[src/rtl/uart_pkg.sv]
// Shared definitions for the memory-mapped UART transmitter.
// Holds the transmit FSM state type, the register offsets within the
// three-word window, and the bit positions of the STATUS and CTRL fields.
package uart_pkg;

  typedef enum logic [1:0] {
    ST_IDLE  = 2'd0,
    ST_START = 2'd1,
    ST_DATA  = 2'd2,
    ST_STOP  = 2'd3
  } tx_state_t;

  // Byte offsets of the registers relative to the window base
  localparam logic [31:0] OFS_TXDATA = 32'h0000_0000;
  localparam logic [31:0] OFS_STATUS = 32'h0000_0004;
  localparam logic [31:0] OFS_CTRL   = 32'h0000_0008;

  // STATUS field positions
  localparam int STAT_FULL_BIT   = 0;
  localparam int STAT_EMPTY_BIT  = 1;
  localparam int STAT_ACTIVE_BIT = 2;
  localparam int STAT_OVF_BIT    = 3;
  localparam int STAT_CNT_LSB    = 4;
  localparam int STAT_CNT_MSB    = 7;

  // CTRL field positions
  localparam int CTRL_EN_BIT      = 0;
  localparam int CTRL_CLR_OVF_BIT = 1;

endpackage

[src/rtl/sync_fifo.sv]
// Small synchronous FIFO with a registered occupancy count and show-ahead read data.
// Latency: a pushed entry is visible on dout/empty one cycle after the push edge.
// Backpressure: push is dropped when full unless a pop happens in the same cycle; pop on empty is ignored.
module sync_fifo
  import uart_pkg::*;
#(
  parameter int WIDTH = 8,
  parameter int DEPTH = 4
) (
  input  logic                     clk,
  input  logic                     reset,
  input  logic                     push,
  input  logic                     pop,
  input  logic [WIDTH-1:0]         din,
  output logic [WIDTH-1:0]         dout,
  output logic                     full,
  output logic                     empty,
  output logic [$clog2(DEPTH):0]   count
);

  localparam int AW = $clog2(DEPTH);
  localparam int CW = AW + 1;

  logic [WIDTH-1:0] r_mem [DEPTH];
  logic [AW-1:0]    r_wr_ptr;
  logic [AW-1:0]    r_rd_ptr;
  logic [CW-1:0]    r_count;

  logic w_pop_ok;
  logic w_push_ok;

  // A pop frees a slot in the same cycle, so a push on a full FIFO still lands
  assign w_pop_ok  = pop && !empty;
  assign w_push_ok = push && (!full || w_pop_ok);

  assign full  = (r_count == CW'(DEPTH));
  assign empty = (r_count == '0);
  assign count = r_count;
  assign dout  = r_mem[r_rd_ptr];

  // Storage array; contents need no reset because count gates visibility
  always_ff @(posedge clk) begin
    if (w_push_ok && !reset) begin
      r_mem[r_wr_ptr] <= din;
    end
  end

  // Pointer and occupancy bookkeeping; pointers wrap naturally at DEPTH
  always_ff @(posedge clk) begin
    if (reset) begin
      r_wr_ptr <= '0;
      r_rd_ptr <= '0;
      r_count  <= '0;
    end else begin
      if (w_push_ok) begin
        r_wr_ptr <= r_wr_ptr + 1'b1;
      end
      if (w_pop_ok) begin
        r_rd_ptr <= r_rd_ptr + 1'b1;
      end
      r_count <= r_count + CW'(w_push_ok) - CW'(w_pop_ok);
    end
  end

endmodule

[src/rtl/uart_tx_mmio.sv]
// Memory-mapped 8N1 UART transmitter with a small TX FIFO and a 3-register bus window.
// Latency: byte written on edge N is popped on N+1 (when enabled and idle); tx falls after N+1.
// Backpressure: writes to a full FIFO (with no same-cycle pop) are dropped and set sticky overflow.
module uart_tx_mmio
  import uart_pkg::*;
#(
  parameter logic [31:0] BASE_ADDR    = 32'h0000_1000,
  parameter int          CLKS_PER_BIT = 16,
  parameter int          FIFO_DEPTH   = 4
) (
  input  logic        clk,
  input  logic        reset,
  input  logic        memwrite,
  input  logic [31:0] dataadr,
  input  logic [31:0] writedata,
  output logic [31:0] readdata,
  output logic        tx,
  output logic        busy
);

  localparam int                BAUD_W    = (CLKS_PER_BIT > 1) ? $clog2(CLKS_PER_BIT) : 1;
  localparam logic [BAUD_W-1:0] BAUD_LOAD = BAUD_W'(CLKS_PER_BIT - 1);
  localparam int                CNT_W     = $clog2(FIFO_DEPTH) + 1;

  // Bus decode
  logic w_hit_txdata;
  logic w_hit_status;
  logic w_hit_ctrl;
  logic w_wr_txdata;
  logic w_wr_ctrl;

  // FIFO side
  logic [7:0]       w_fifo_dout;
  logic             w_fifo_full;
  logic             w_fifo_empty;
  logic [CNT_W-1:0] w_fifo_count;
  logic [CNT_W-1:0] w_count_nxt;
  logic             w_pop;
  logic             w_push_ok;
  logic [3:0]       w_cnt_field;
  logic             w_unused;

  // Transmitter state
  tx_state_t         r_state;
  logic [BAUD_W-1:0] r_baud;
  logic [2:0]        r_bit_idx;
  logic [7:0]        r_shift;
  logic              r_tx;
  logic              r_busy;
  logic              r_enable;
  logic              r_overflow;

  assign w_hit_txdata = (dataadr == BASE_ADDR + OFS_TXDATA);
  assign w_hit_status = (dataadr == BASE_ADDR + OFS_STATUS);
  assign w_hit_ctrl   = (dataadr == BASE_ADDR + OFS_CTRL);
  assign w_wr_txdata  = memwrite && w_hit_txdata;
  assign w_wr_ctrl    = memwrite && w_hit_ctrl;

  // Only the low data byte is ever consumed from the bus
  assign w_unused = ^writedata[31:8];

  // Pop when a new frame may begin: from IDLE, or at the last cycle of a stop bit
  assign w_pop = r_enable && !w_fifo_empty &&
                 ((r_state == ST_IDLE) || ((r_state == ST_STOP) && (r_baud == '0)));

  // Mirrors the FIFO acceptance rule so overflow and busy see the same decision
  assign w_push_ok   = w_wr_txdata && (!w_fifo_full || w_pop);
  assign w_count_nxt = w_fifo_count + CNT_W'(w_push_ok) - CNT_W'(w_pop);
  assign w_cnt_field = 4'(w_fifo_count);

  assign tx   = r_tx;
  assign busy = r_busy;

  sync_fifo #(
    .WIDTH (8),
    .DEPTH (FIFO_DEPTH)
  ) u_fifo (
    .clk   (clk),
    .reset (reset),
    .push  (w_wr_txdata),
    .pop   (w_pop),
    .din   (writedata[7:0]),
    .dout  (w_fifo_dout),
    .full  (w_fifo_full),
    .empty (w_fifo_empty),
    .count (w_fifo_count)
  );

  // CTRL enable and sticky overflow; a CTRL write may set enable and clear overflow together
  always_ff @(posedge clk) begin
    if (reset) begin
      r_enable   <= 1'b0;
      r_overflow <= 1'b0;
    end else begin
      if (w_wr_ctrl) begin
        r_enable <= writedata[CTRL_EN_BIT];
      end
      if (w_wr_txdata && !w_push_ok) begin
        r_overflow <= 1'b1;
      end else if (w_wr_ctrl && writedata[CTRL_CLR_OVF_BIT]) begin
        r_overflow <= 1'b0;
      end
    end
  end

  // Frame sequencer: start, 8 data bits LSB first, stop; tx and busy registered here
  always_ff @(posedge clk) begin
    if (reset) begin
      r_state   <= ST_IDLE;
      r_baud    <= '0;
      r_bit_idx <= '0;
      r_shift   <= '0;
      r_tx      <= 1'b1;
      r_busy    <= 1'b0;
    end else begin
      case (r_state)
        ST_IDLE: begin
          r_tx <= 1'b1;
          if (w_pop) begin
            r_shift <= w_fifo_dout;
            r_baud  <= BAUD_LOAD;
            r_tx    <= 1'b0;
            r_busy  <= 1'b1;
            r_state <= ST_START;
          end else begin
            r_busy <= (w_count_nxt != '0);
          end
        end
        ST_START: begin
          if (r_baud == '0) begin
            r_baud    <= BAUD_LOAD;
            r_bit_idx <= 3'd0;
            r_tx      <= r_shift[0];
            r_state   <= ST_DATA;
          end else begin
            r_baud <= r_baud - 1'b1;
          end
        end
        ST_DATA: begin
          if (r_baud == '0) begin
            r_baud <= BAUD_LOAD;
            if (r_bit_idx == 3'd7) begin
              r_tx    <= 1'b1;
              r_state <= ST_STOP;
            end else begin
              r_shift   <= r_shift >> 1;
              r_bit_idx <= r_bit_idx + 3'd1;
              r_tx      <= r_shift[1];
            end
          end else begin
            r_baud <= r_baud - 1'b1;
          end
        end
        ST_STOP: begin
          if (r_baud == '0) begin
            if (w_pop) begin
              r_shift <= w_fifo_dout;
              r_baud  <= BAUD_LOAD;
              r_tx    <= 1'b0;
              r_busy  <= 1'b1;
              r_state <= ST_START;
            end else begin
              r_tx    <= 1'b1;
              r_busy  <= (w_count_nxt != '0);
              r_state <= ST_IDLE;
            end
          end else begin
            r_baud <= r_baud - 1'b1;
          end
        end
        default: begin
          r_tx    <= 1'b1;
          r_state <= ST_IDLE;
        end
      endcase
    end
  end

  // Register read mux; TXDATA and unmapped addresses read as zero
  always_comb begin
    readdata = '0;
    if (w_hit_status) begin
      readdata[STAT_FULL_BIT]              = w_fifo_full;
      readdata[STAT_EMPTY_BIT]             = w_fifo_empty;
      readdata[STAT_ACTIVE_BIT]            = (r_state != ST_IDLE);
      readdata[STAT_OVF_BIT]               = r_overflow;
      readdata[STAT_CNT_MSB:STAT_CNT_LSB]  = w_cnt_field;
    end else if (w_hit_ctrl) begin
      readdata[CTRL_EN_BIT] = r_enable;
    end
  end

endmodule
[config.mk]
export PLATFORM = sky130hd
export DESIGN_NAME = uart_tx_mmio
export DESIGN_NICKNAME = d
export VERILOG_FILES = /design/src/rtl/uart_pkg.sv /design/src/rtl/sync_fifo.sv /design/src/rtl/uart_tx_mmio.sv
export SDC_FILE = /design/constraint.sdc
export NUM_CORES = 1
export LEC_CHECK = 0
export BUFFER_PORTS_ARGS = -buffer_cell sky130_fd_sc_hd__buf_2
export CAP_MARGIN = 0
export CORE_MARGIN = 2
export CORE_UTILIZATION = 35
export CTS_CLUSTER_SIZE = 16
export DETAILED_ROUTE_END_ITERATION = 12
export PLACE_DENSITY = 0.56
export SKIP_CTS_REPAIR_TIMING = 1
export SYNTH_ARGS = -nofsm -noshare
export SYNTH_HDL_FRONTEND = slang
export SYNTH_SLANG_ARGS = --single-unit
[constraint.sdc]
create_clock -name clk -period 2.86 [get_ports clk]
set_input_delay 0.286 -clock clk [delete_from_list [all_inputs] [get_ports clk]]
set_output_delay 0.286 -clock clk [all_outputs]
set_load 0.005 [all_outputs]
==> results_dict.tcl <==
set metrics [dict create \
    crit_arrival_ns 2.84 \
    period_needed_ns 2.633 \
    p_sw_share_pct 28.53 \
    grt_pass1_vias 2407 \
    worstMarginPinSlew_ns 0.6259 \
    synthFlopType "edfxtp_1" \
    drt_wl_total_mm 6.590 \
    die-area_um2 10680 \
    drv_slew 0 \
    first_pass_iters 4 \
    cellLeakagePower_nw 1.557 \
    cp.required_ns 3.07 \
    cap_violations 0 \
    synth_area_um2 3455 \
    final_antenna_net_count 0 \
    clk_pin_slew_worst_paths_ns 0.08 \
    synth_commonest_cells "edfxtp_1 (32), dfxtp_1 (30), inv_1 (28), buf_4 (26), nand2_1 (25)" \
    drtIter0Drc 64 \
    numCtsBuffers 9 \
    area_growth_pct 15.97 \
    rsz0062_at_grt "no" \
    fin_util_pct 41.37 \
    cts_tree "yes" \
    fin_setup_tns_ns 0 \
    clock_latency_ns 0.35 \
    status "complete, no violations" \
    post-place-ws_ns 0.1394 \
    seqPwrFrac_pct 50.0 \
    post_drt_via_cell_ratio 4.811 \
    powerDensity_nw_per_um2 479.7 \
    drcViolationCount 0 \
    cts_root_buf "clkbuf_8" \
    cp.buffers_inverters 3 \
    grt_first_pass_wirelength_mm 11.19 \
    reg2reg_slack_ns 0.23 \
    yosys_register_bits 62 \
    drive_gt1_share_pct 30.45 \
    antenna_found_initial 0 \
    yosys_warnings 0 \
    vias 2473 \
    fin_nets 462 \
    min_period_over_period_pct 92.05 \
    maxSlewHeadroom_pct 58.27 \
    post_drt_wl_per_cell_um 12.82 \
    worst_slack_ns 0.2274 \
    core.rowCount 36 \
    avgSynthCellArea_um2 11.00 \
    cts_buffer_depth 2 \
    hold_viol 0 \
    hpwl_mm 4.959 \
    ir_worst_vdd_v 0.0003403 \
    crit_fanout 5 \
    fin_skew_ns 0.009427 \
    hold_class "primary input to flop" \
    ys_seq_area_share_pct 45.20 \
    core_um2 9684 \
    slowest_stage "fa_1" \
    p_sw_uw 548.3 \
    grt_max_degree 32 \
    crit_family "adder cells" \
    pwr-share-clk_pct 36.7 \
    grt_overflow 0 \
    synth.distinct_cells 58 \
    setup_viol 0 \
    end_kind "flop" \
    cp-start-kind "flop" \
    io_pins 101 \
    cts_sinks 62 \
    fp.dieH_um 103.4 \
    synth_top_area_share_pct 27.82 \
    critPathKind "flop to flop" \
    slowest_delay_ns 0.42 \
    portBuffers 51 \
    timing.fmax_mhz 379.8 \
    p_int_mw 1.374 \
    die_w_um 103.4 \
    synth_edf_count 32 \
    start_util_pct 35.67 \
    synth.most_common_cell "edfxtp_1" \
    crit_chain "inv_1, ha_1, and4bb_4, o21ai_2, inv_1, ha_1, inv_1, ha_1, fa_1, nor3_1, a21o_1, a21oi_1" \
    pwr-share-comb_pct 13.3 \
    netlist_instances 314 \
    synth_largest_area_cell "edfxtp_1" \
    gp_congestion 0.8287 \
    cts_max_level 3 \
    synth.area.top_cells "edfxtp_1 (28%), dfxtp_1 (17%), ha_1 (6.2%)" \
    grt_usage_pct 13.69 \
    insertedDiodeCount 0 \
    synthArstFlopShare_pct 0 \
]
[logic make-up after synthesis]
logic type,count (synthesis),share of synthesized area (%)
AO/OA/AOI/OAI,56,11.45
XOR/XNOR,5,1.268
adder cells (fa/ha/maj),19,7.316
buffers and inverters,61,9.489
flip-flops,62,45.20
multiplexers,13,6.809
other,1,0.1086
AND/OR/NAND/NOR,97,18.36
[through the flow]
stage | area [µm²] | total power [mW] | hold slack [ns] | std cells
floorplan | 3545 | 1.163 | 0.3849 | 338
global placement | 3811 | 1.230 | 0.4431 | 498
detailed placement | 3811 | 1.232 | 0.4449 | 498
CTS | 3991 | 1.937 | 0.1444 | 514
global route | 4006 | 2.021 | 0.1405 | 514
finish | 4006 | 1.922 | 0.1509 | 514
[registers in the layout, summed over array words and instances, names as in the netlist, named ones only]
| register | flops |
|---|---|
| busy | 1 |
| u_fifo.r_mem | 32 |
| tx | 1 |
| u_fifo.count | 3 |
| r_baud | 4 |
| u_fifo.r_wr_ptr | 2 |
| r_shift | 8 |
| r_enable | 1 |
| r_bit_idx | 3 |
| r_state | 2 |
| u_fifo.r_rd_ptr | 2 |
| r_overflow | 1 |
[final cells by class]
| cell class | instances | area (µm²) |
|---|---|---|
| well taps | 133 | 166.4 |
| multi-input cells | 215 | 1670 |
| inverters | 28 | 105.1 |
| clock buffers | 9 | 123.9 |
| flip-flops and latches | 62 | 1562 |
| clock inverters | 7 | 56.30 |
| repair buffers | 60 | 322.8 |
| fillers | 946 | 5678 |
[power groups by stage]
stage          Clock [mW]  Combinational (mW)  Sequential, mW
5_1_grt             0.770               0.289           0.962
2_1_floorplan           0               0.184           0.978
3_5_place_dp            0               0.251           0.981
6_report            0.706               0.256           0.960
3_3_place_gp            0               0.249           0.980
4_1_cts             0.725               0.252           0.960
[path summary, 6_finish.rpt]
| check | start | endpoint | cells past startpoint |
|---|---|---|---|
| max | r_baud[0]$_SDFF_PP0_ | busy$_SDFFE_PP0P_ | 12 |
| min | writedata[2] | u_fifo.r_mem[3][2]$_DFFE_PP_ | 1 |
| max reg2reg | r_baud[0]$_SDFF_PP0_ | busy$_SDFFE_PP0P_ | 12 |
| min reg2reg | busy$_SDFFE_PP0P_ | busy$_SDFFE_PP0P_ | 2 |
[placed cells by master, fill, tap and decap left out, drive strengths merged, types with 4 or more instances in the layout]
cell type	instances
mux2i	4
nor4	9
mux4	8
nand4	4
dfxtp	30
clkbuf	9
inv	31
nor2	18
nor4b	4
edfxtp	32
and2	7
nand3	5
o21ai	12
buf	60
nor2b	7
a21oi	12
a31oi	7
conb	25
nand2	25
a31o	7
ha	17
[layer usage]
metal,global-route usage (%),wire (µm),up-vias
li1,-,-,1216
met1,16.79,2853,1152
met2,23.18,3258,94
met3,3.293,372,11
met4,5.466,105,0
met5,0,0,-
No activity file was read; power rests on OpenSTA's default activity.
